--- config.mk ---
export PLATFORM = sky130hd
export DESIGN_NAME = sprite_ram_writer
export DESIGN_NICKNAME = d
export VERILOG_FILES = /design/src/rtl/sprite_pkg.sv /design/src/rtl/sprite_ram_writer.sv
export SDC_FILE = /design/constraint.sdc
export NUM_CORES = 1
export LEC_CHECK = 0
export ABC_AREA = 1
export ABC_CLOCK_PERIOD_IN_PS = 2400
export CAP_MARGIN = 25
export CORE_AREA = 3 3 74 76
export DETAILED_ROUTE_END_ITERATION = 7
export DIE_AREA = 0 0 77 79
export PLACE_DENSITY_LB_ADDON = 0.1
export SYNTH_ARGS = -nofsm -noshare
export SYNTH_HDL_FRONTEND = slang
export SYNTH_SLANG_ARGS = --single-unit
export TNS_END_PERCENT = 30
--- constraint.sdc ---
create_clock -name clk -period 2.4 [get_ports clk]
set_input_delay 0.24 -clock clk [delete_from_list [all_inputs] [get_ports clk]]
set_output_delay 0.24 -clock clk [all_outputs]
set_load 0.05 [all_outputs]
--- src/rtl/sprite_pkg.sv ---
// Constants and enums shared by the sprite RAM write engine and its RAM model.
package sprite_pkg;

  localparam int          SPRITE_WIDTH_X       = 32;
  localparam int          SPRITE_HEIGHT_Y      = 32;
  localparam int          SPRITE_PIX_W         = 8;
  localparam logic [7:0]  TRANSPARENT_ENCODING = 8'hFF;

  typedef enum logic [1:0] {
    OP_LOAD = 2'b00,
    OP_FILL = 2'b01,
    OP_POKE = 2'b10,
    OP_RSVD = 2'b11
  } cmd_op_e;

  typedef enum logic [2:0] {
    ST_IDLE,
    ST_LOAD,
    ST_FILL,
    ST_POKE,
    ST_DONE
  } wr_state_e;

endpackage

--- src/rtl/sprite_ram_writer.sv ---
// Write-side engine for the sprite RAM: LOAD streams a sprite, FILL paints a constant colour, POKE sets one pixel.
module sprite_ram_writer
  import sprite_pkg::*;
#(
  parameter int WIDTH_X  = SPRITE_WIDTH_X,
  parameter int HEIGHT_Y = SPRITE_HEIGHT_Y,
  parameter int PIX_W    = SPRITE_PIX_W,
  localparam int XW = $clog2(WIDTH_X),
  localparam int YW = $clog2(HEIGHT_Y),
  localparam int AW = XW + YW
) (
  input  logic             clk,
  input  logic             reset,
  input  logic             cmd_valid,
  output logic             cmd_ready,
  input  logic [1:0]       cmd_op,
  input  logic [XW-1:0]    cmd_x,
  input  logic [YW-1:0]    cmd_y,
  input  logic [PIX_W-1:0] cmd_data,
  input  logic             pix_valid,
  input  logic [PIX_W-1:0] pix_data,
  output logic             pix_ready,
  input  logic             abort,
  output logic             wr_en,
  output logic [AW-1:0]    wr_addr,
  output logic [PIX_W-1:0] wr_data,
  output logic             busy,
  output logic             done
);

  wr_state_e        state_q;
  logic [XW-1:0]    x_q;
  logic [YW-1:0]    y_q;
  logic [PIX_W-1:0] color_q;
  logic             last_q;
  logic             wr_en_q;
  logic [AW-1:0]    wr_addr_q;
  logic [PIX_W-1:0] wr_data_q;
  logic             x_end;
  logic             y_end;

  assign x_end = (x_q == XW'(WIDTH_X - 1));
  assign y_end = (y_q == YW'(HEIGHT_Y - 1));

  // last_q marks the cycle in which the final write is on the bus; DONE follows it
  // so the done pulse never overlaps a write.
  always_ff @(posedge clk or posedge reset) begin
    if (reset) begin
      state_q   <= ST_IDLE;
      x_q       <= '0;
      y_q       <= '0;
      color_q   <= '0;
      last_q    <= 1'b0;
      wr_en_q   <= 1'b0;
      wr_addr_q <= '0;
      wr_data_q <= '0;
    end else begin
      wr_en_q <= 1'b0;
      unique case (state_q)
        ST_IDLE: begin
          if (cmd_valid) begin
            color_q <= cmd_data;
            x_q     <= '0;
            y_q     <= '0;
            last_q  <= 1'b0;
            unique case (cmd_op_e'(cmd_op))
              OP_LOAD: state_q <= ST_LOAD;
              OP_FILL: state_q <= ST_FILL;
              OP_POKE: begin
                state_q <= ST_POKE;
                x_q     <= cmd_x;
                y_q     <= cmd_y;
              end
              default: state_q <= ST_DONE;
            endcase
          end
        end
        ST_LOAD, ST_FILL: begin
          if (abort) begin
            state_q <= ST_IDLE;
            x_q     <= '0;
            y_q     <= '0;
            last_q  <= 1'b0;
          end else if (last_q) begin
            state_q <= ST_DONE;
            last_q  <= 1'b0;
          end else if (state_q == ST_FILL || pix_valid) begin
            wr_en_q   <= 1'b1;
            wr_addr_q <= {y_q, x_q};
            wr_data_q <= (state_q == ST_FILL) ? color_q : pix_data;
            x_q       <= x_end ? '0 : x_q + 1'b1;
            if (x_end) y_q <= y_q + 1'b1;
            if (x_end && y_end) last_q <= 1'b1;
          end
        end
        ST_POKE: begin
          if (last_q) begin
            state_q <= ST_DONE;
            last_q  <= 1'b0;
            x_q     <= '0;
            y_q     <= '0;
          end else begin
            wr_en_q   <= 1'b1;
            wr_addr_q <= {y_q, x_q};
            wr_data_q <= color_q;
            last_q    <= 1'b1;
          end
        end
        ST_DONE: state_q <= ST_IDLE;
        default: state_q <= ST_IDLE;
      endcase
    end
  end

  assign cmd_ready = (state_q == ST_IDLE);
  assign busy      = (state_q != ST_IDLE);
  assign done      = (state_q == ST_DONE);
  assign pix_ready = (state_q == ST_LOAD) && !last_q;
  assign wr_en     = wr_en_q;
  assign wr_addr   = wr_addr_q;
  assign wr_data   = wr_data_q;

endmodule

==> results.py <==
metrics = {
    "run_status": {
        "status": "finished, final reports clean",
    },
    "floorplanning": {
        "rows": 25,
        "die_w_um": 77,
        "io_pins": 56,
        "start_util_pct": 45.9,
        "die-area_um2": 6080,
        "die_h_um": 79,
        "core_area_um2": 4790,
    },
    "setup_path": {
        "path_class": "reg -> out",
        "r2r_setup_slack_ps": 640,
        "cp_max_fo": 8,
        "r2r_cells": 9,
        "cp.required_ps": 2160,
        "rr_startpoint": "x_q[0]",
        "cp.arrival_ps": 1890,
        "critPathCaptureType": "primary output",
        "start_kind": "flop",
        "reg2reg_to": "y_q[1]",
    },
    "timing": {
        "hold_slack_ps": 371,
        "max_slew.worst_pin.slew_ps": 519,
        "finalSetupTns_ps": 0,
        "fmax_ghz": 0.470,
        "setup_violations": 0,
        "fin_crit_ps": 2130,
        "maxSlewHeadroom_pct": 65.4,
        "period_share_pct": 88.7,
        "slew_violations": 0,
        "grt_setup_unrepaired": "false",
        "clock_skew_ps": 6.24,
        "hold_violations": 0,
    },
    "power_and_ir_drop": {
        "seq_power_share_pct": 32.4,
        "p_switching_mw": 1.82,
        "pwr-share-comb_pct": 53.2,
        "power.clock.fraction_pct": 14.4,
        "p_per_area_nw_per_um2": 1310,
        "ir_drop_v": 0.000715,
        "power_mw": 3.76,
        "switching_share_pct": 48.5,
        "total_leakage_power_nw": 1.51,
        "internal_power_mw": 1.94,
    },
    "synthesis": {
        "yosysWarnings": 0,
        "synth_edf_count": 0,
        "synth-main-ff-cell": "dfrtp_1",
        "yosysUniqueCellTypes": 26,
        "yosysMostFrequentCell": "nand2_1",
        "synth_cells": 287,
        "synth_fp_nets": 327,
        "synth_area_um2": 2200,
        "synthTopCellsByCount": "113 x nand2_1, 41 x dfrtp_1, 33 x nand3_1, 21 x inv_1, 17 x nor2_1",
        "yosys.area.top_type_share_pct": 46.7,
        "avgSynthCellArea_um2": 7.66,
        "synth_area_leaders": "dfrtp_1 47%, nand2_1 19%, nand3_1 7.5%",
        "synth_area_leader_cell": "dfrtp_1",
        "synthArstFlopShare_pct": 100,
        "synth-seq-cells": 41,
        "yosysSeqAreaShare_pct": 46.7,
    },
    "final_layout": {
        "diodes": 0,
        "fin_util_pct": 60.1,
        "n_fill_cell": 468,
        "final_nets": 381,
        "fin_area_um2": 2880,
        "syn2layout_area_growth_pct": 30.9,
        "drive_above_1_share_pct": 6.74,
        "multiInputGateArea_um2": 990,
        "seq_area_um2": 1030,
    },
    "detailed_routing": {
        "via_per_inst": 4.78,
        "num_vias": 1952,
        "post_drt_wl_per_cell_um": 12.4,
        "totalWireLength_um": 5070,
        "first_iter_violations": 121,
        "drc_errors": 0,
        "dr.pass1.iters": 4,
        "drtAntennaViolNets": 0,
    },
    "placement": {
        "globalplace.congestion": 0.869,
        "dp_hpwl_um": 3700,
        "postPlaceCellArea_um2": 2770,
        "port_buffers": 55,
    },
    "cts": {
        "numCtsBuffers": 5,
        "cts_tree": "yes",
        "cts.sinks": 41,
        "clkSlewWorstSetupHoldPaths_ps": 80,
        "clkLatencyLatePin_ps": 290,
        "htree_levels": 2,
        "clock-root-buffer": "clkbuf_8",
        "cts_max_path_buffers": 2,
        "cts_setup_buffers": 0,
        "cts_hold_buf": 0,
    },
    "grt": {
        "grt_pass1_wl_um": 8930,
        "grt_max_degree": 42,
        "grt_use_total_pct": 18.2,
        "overflow": 0,
        "antenna_found_initial": 0,
        "grt_pass1_vias": 1906,
    },
    "worst_hold_path": {
        "hold_path_class": "in -> async",
    },
    "run": {
        "cap_violations": 0,
    },
}
power by group through the flow:
stage / Clock (mW) / Combinational, mW / Sequential, mW
5_1_grt: 0.590 / 2.20 / 1.26
3_3_place_gp: 0 / 1.99 / 1.23
6_report: 0.542 / 2.00 / 1.22
3_5_place_dp: 0 / 2.02 / 1.23
2_1_floorplan: 0 / 0.987 / 1.66
4_1_cts: 0.561 / 2.02 / 1.22
area by class of cell:
type,count,share of cell area (%)
Sequential cell,41,35.7
Multi-Input combinational cell,209,34.4
Timing Repair Buffer,58,20.0
Inverter,26,3.39
Tap cell,67,2.91
Clock buffer,5,2.39
Clock inverter,2,1.22
state kept, by name (all words and copies together) (netlist names):
name     flops
wr_en        1
y_q          5
state_q      3
wr_data      8
last_q       1
x_q          5
wr_addr     10
color_q      8
kinds of logic (layout without fill, tap and decap cells):
group | count (synthesis) | after routing | synth area share (%)
AO/OA/AOI/OAI | 27 | 27 | 6.72
XOR/XNOR | 2 | 2 | 0.797
adder cells (fa/ha/maj) | 7 | 7 | 3.99
buffers and inverters | 37 | 91 | 8.26
flip-flops | 41 | 41 | 46.7
AND/OR/NAND/NOR | 173 | 173 | 33.5
worst max path at each step:
stage / start / to / slack [ps]
6_report: state_q[1] / busy / 270
5_1_grt: state_q[1] / busy / 160
4_1_cts: state_q[1] / cmd_ready / 130
3_5_place_dp: state_q[1] / cmd_ready / 450
3_3_place_gp: state_q[1] / cmd_ready / 500
2_1_floorplan: state_q[1] / color_q[0] / 510
metal layers:
| layer | part of all wire [%] | vias up | GRT usage (%) |
|---|---|---|---|
| met2 | 47 | 45 | 28.7 |
| met5 | 0 | - | 0 |
| met1 | 47 | 893 | 24.5 |
| li1 | - | 1009 | - |
| met3 | 5.2 | 5 | 5.56 |
| met4 | 1.2 | 0 | 4.80 |
metrics by stage:
stage | std cells | setup slack, ps
after detailed placement | 401 | 453
after global placement | 401 | 495
final | 408 | 272
after CTS | 408 | 129
after global routing | 408 | 163
after floorplan | 287 | 505
critical path: stages, from the launching register on:
cell and delay (ps):
dfrtp_1 500, nor2_1 120, nand2_1 150, clkdlybuf4s50_1 830
layout by cell type, fill, tap and decap left out, types with 3 or more instances in the layout:
| master | instances |
|---|---|
| nand2_1 | 113 |
| clkdlybuf4s50_1 | 54 |
| dfrtp_1 | 41 |
| nand3_1 | 33 |
| inv_1 | 21 |
| nor2_1 | 17 |
| o21ai_0 | 11 |
| a21oi_1 | 9 |
| ha_1 | 7 |
| inv_2 | 5 |
| clkbuf_8 | 5 |
| buf_4 | 3 |
repair_timing:
action,CTS,global route
endpoints found under the hold margin,0,0
setup endpoints to repair,0,1
gates resized for setup,0,1
No activity file was read; power rests on OpenSTA's default activity.
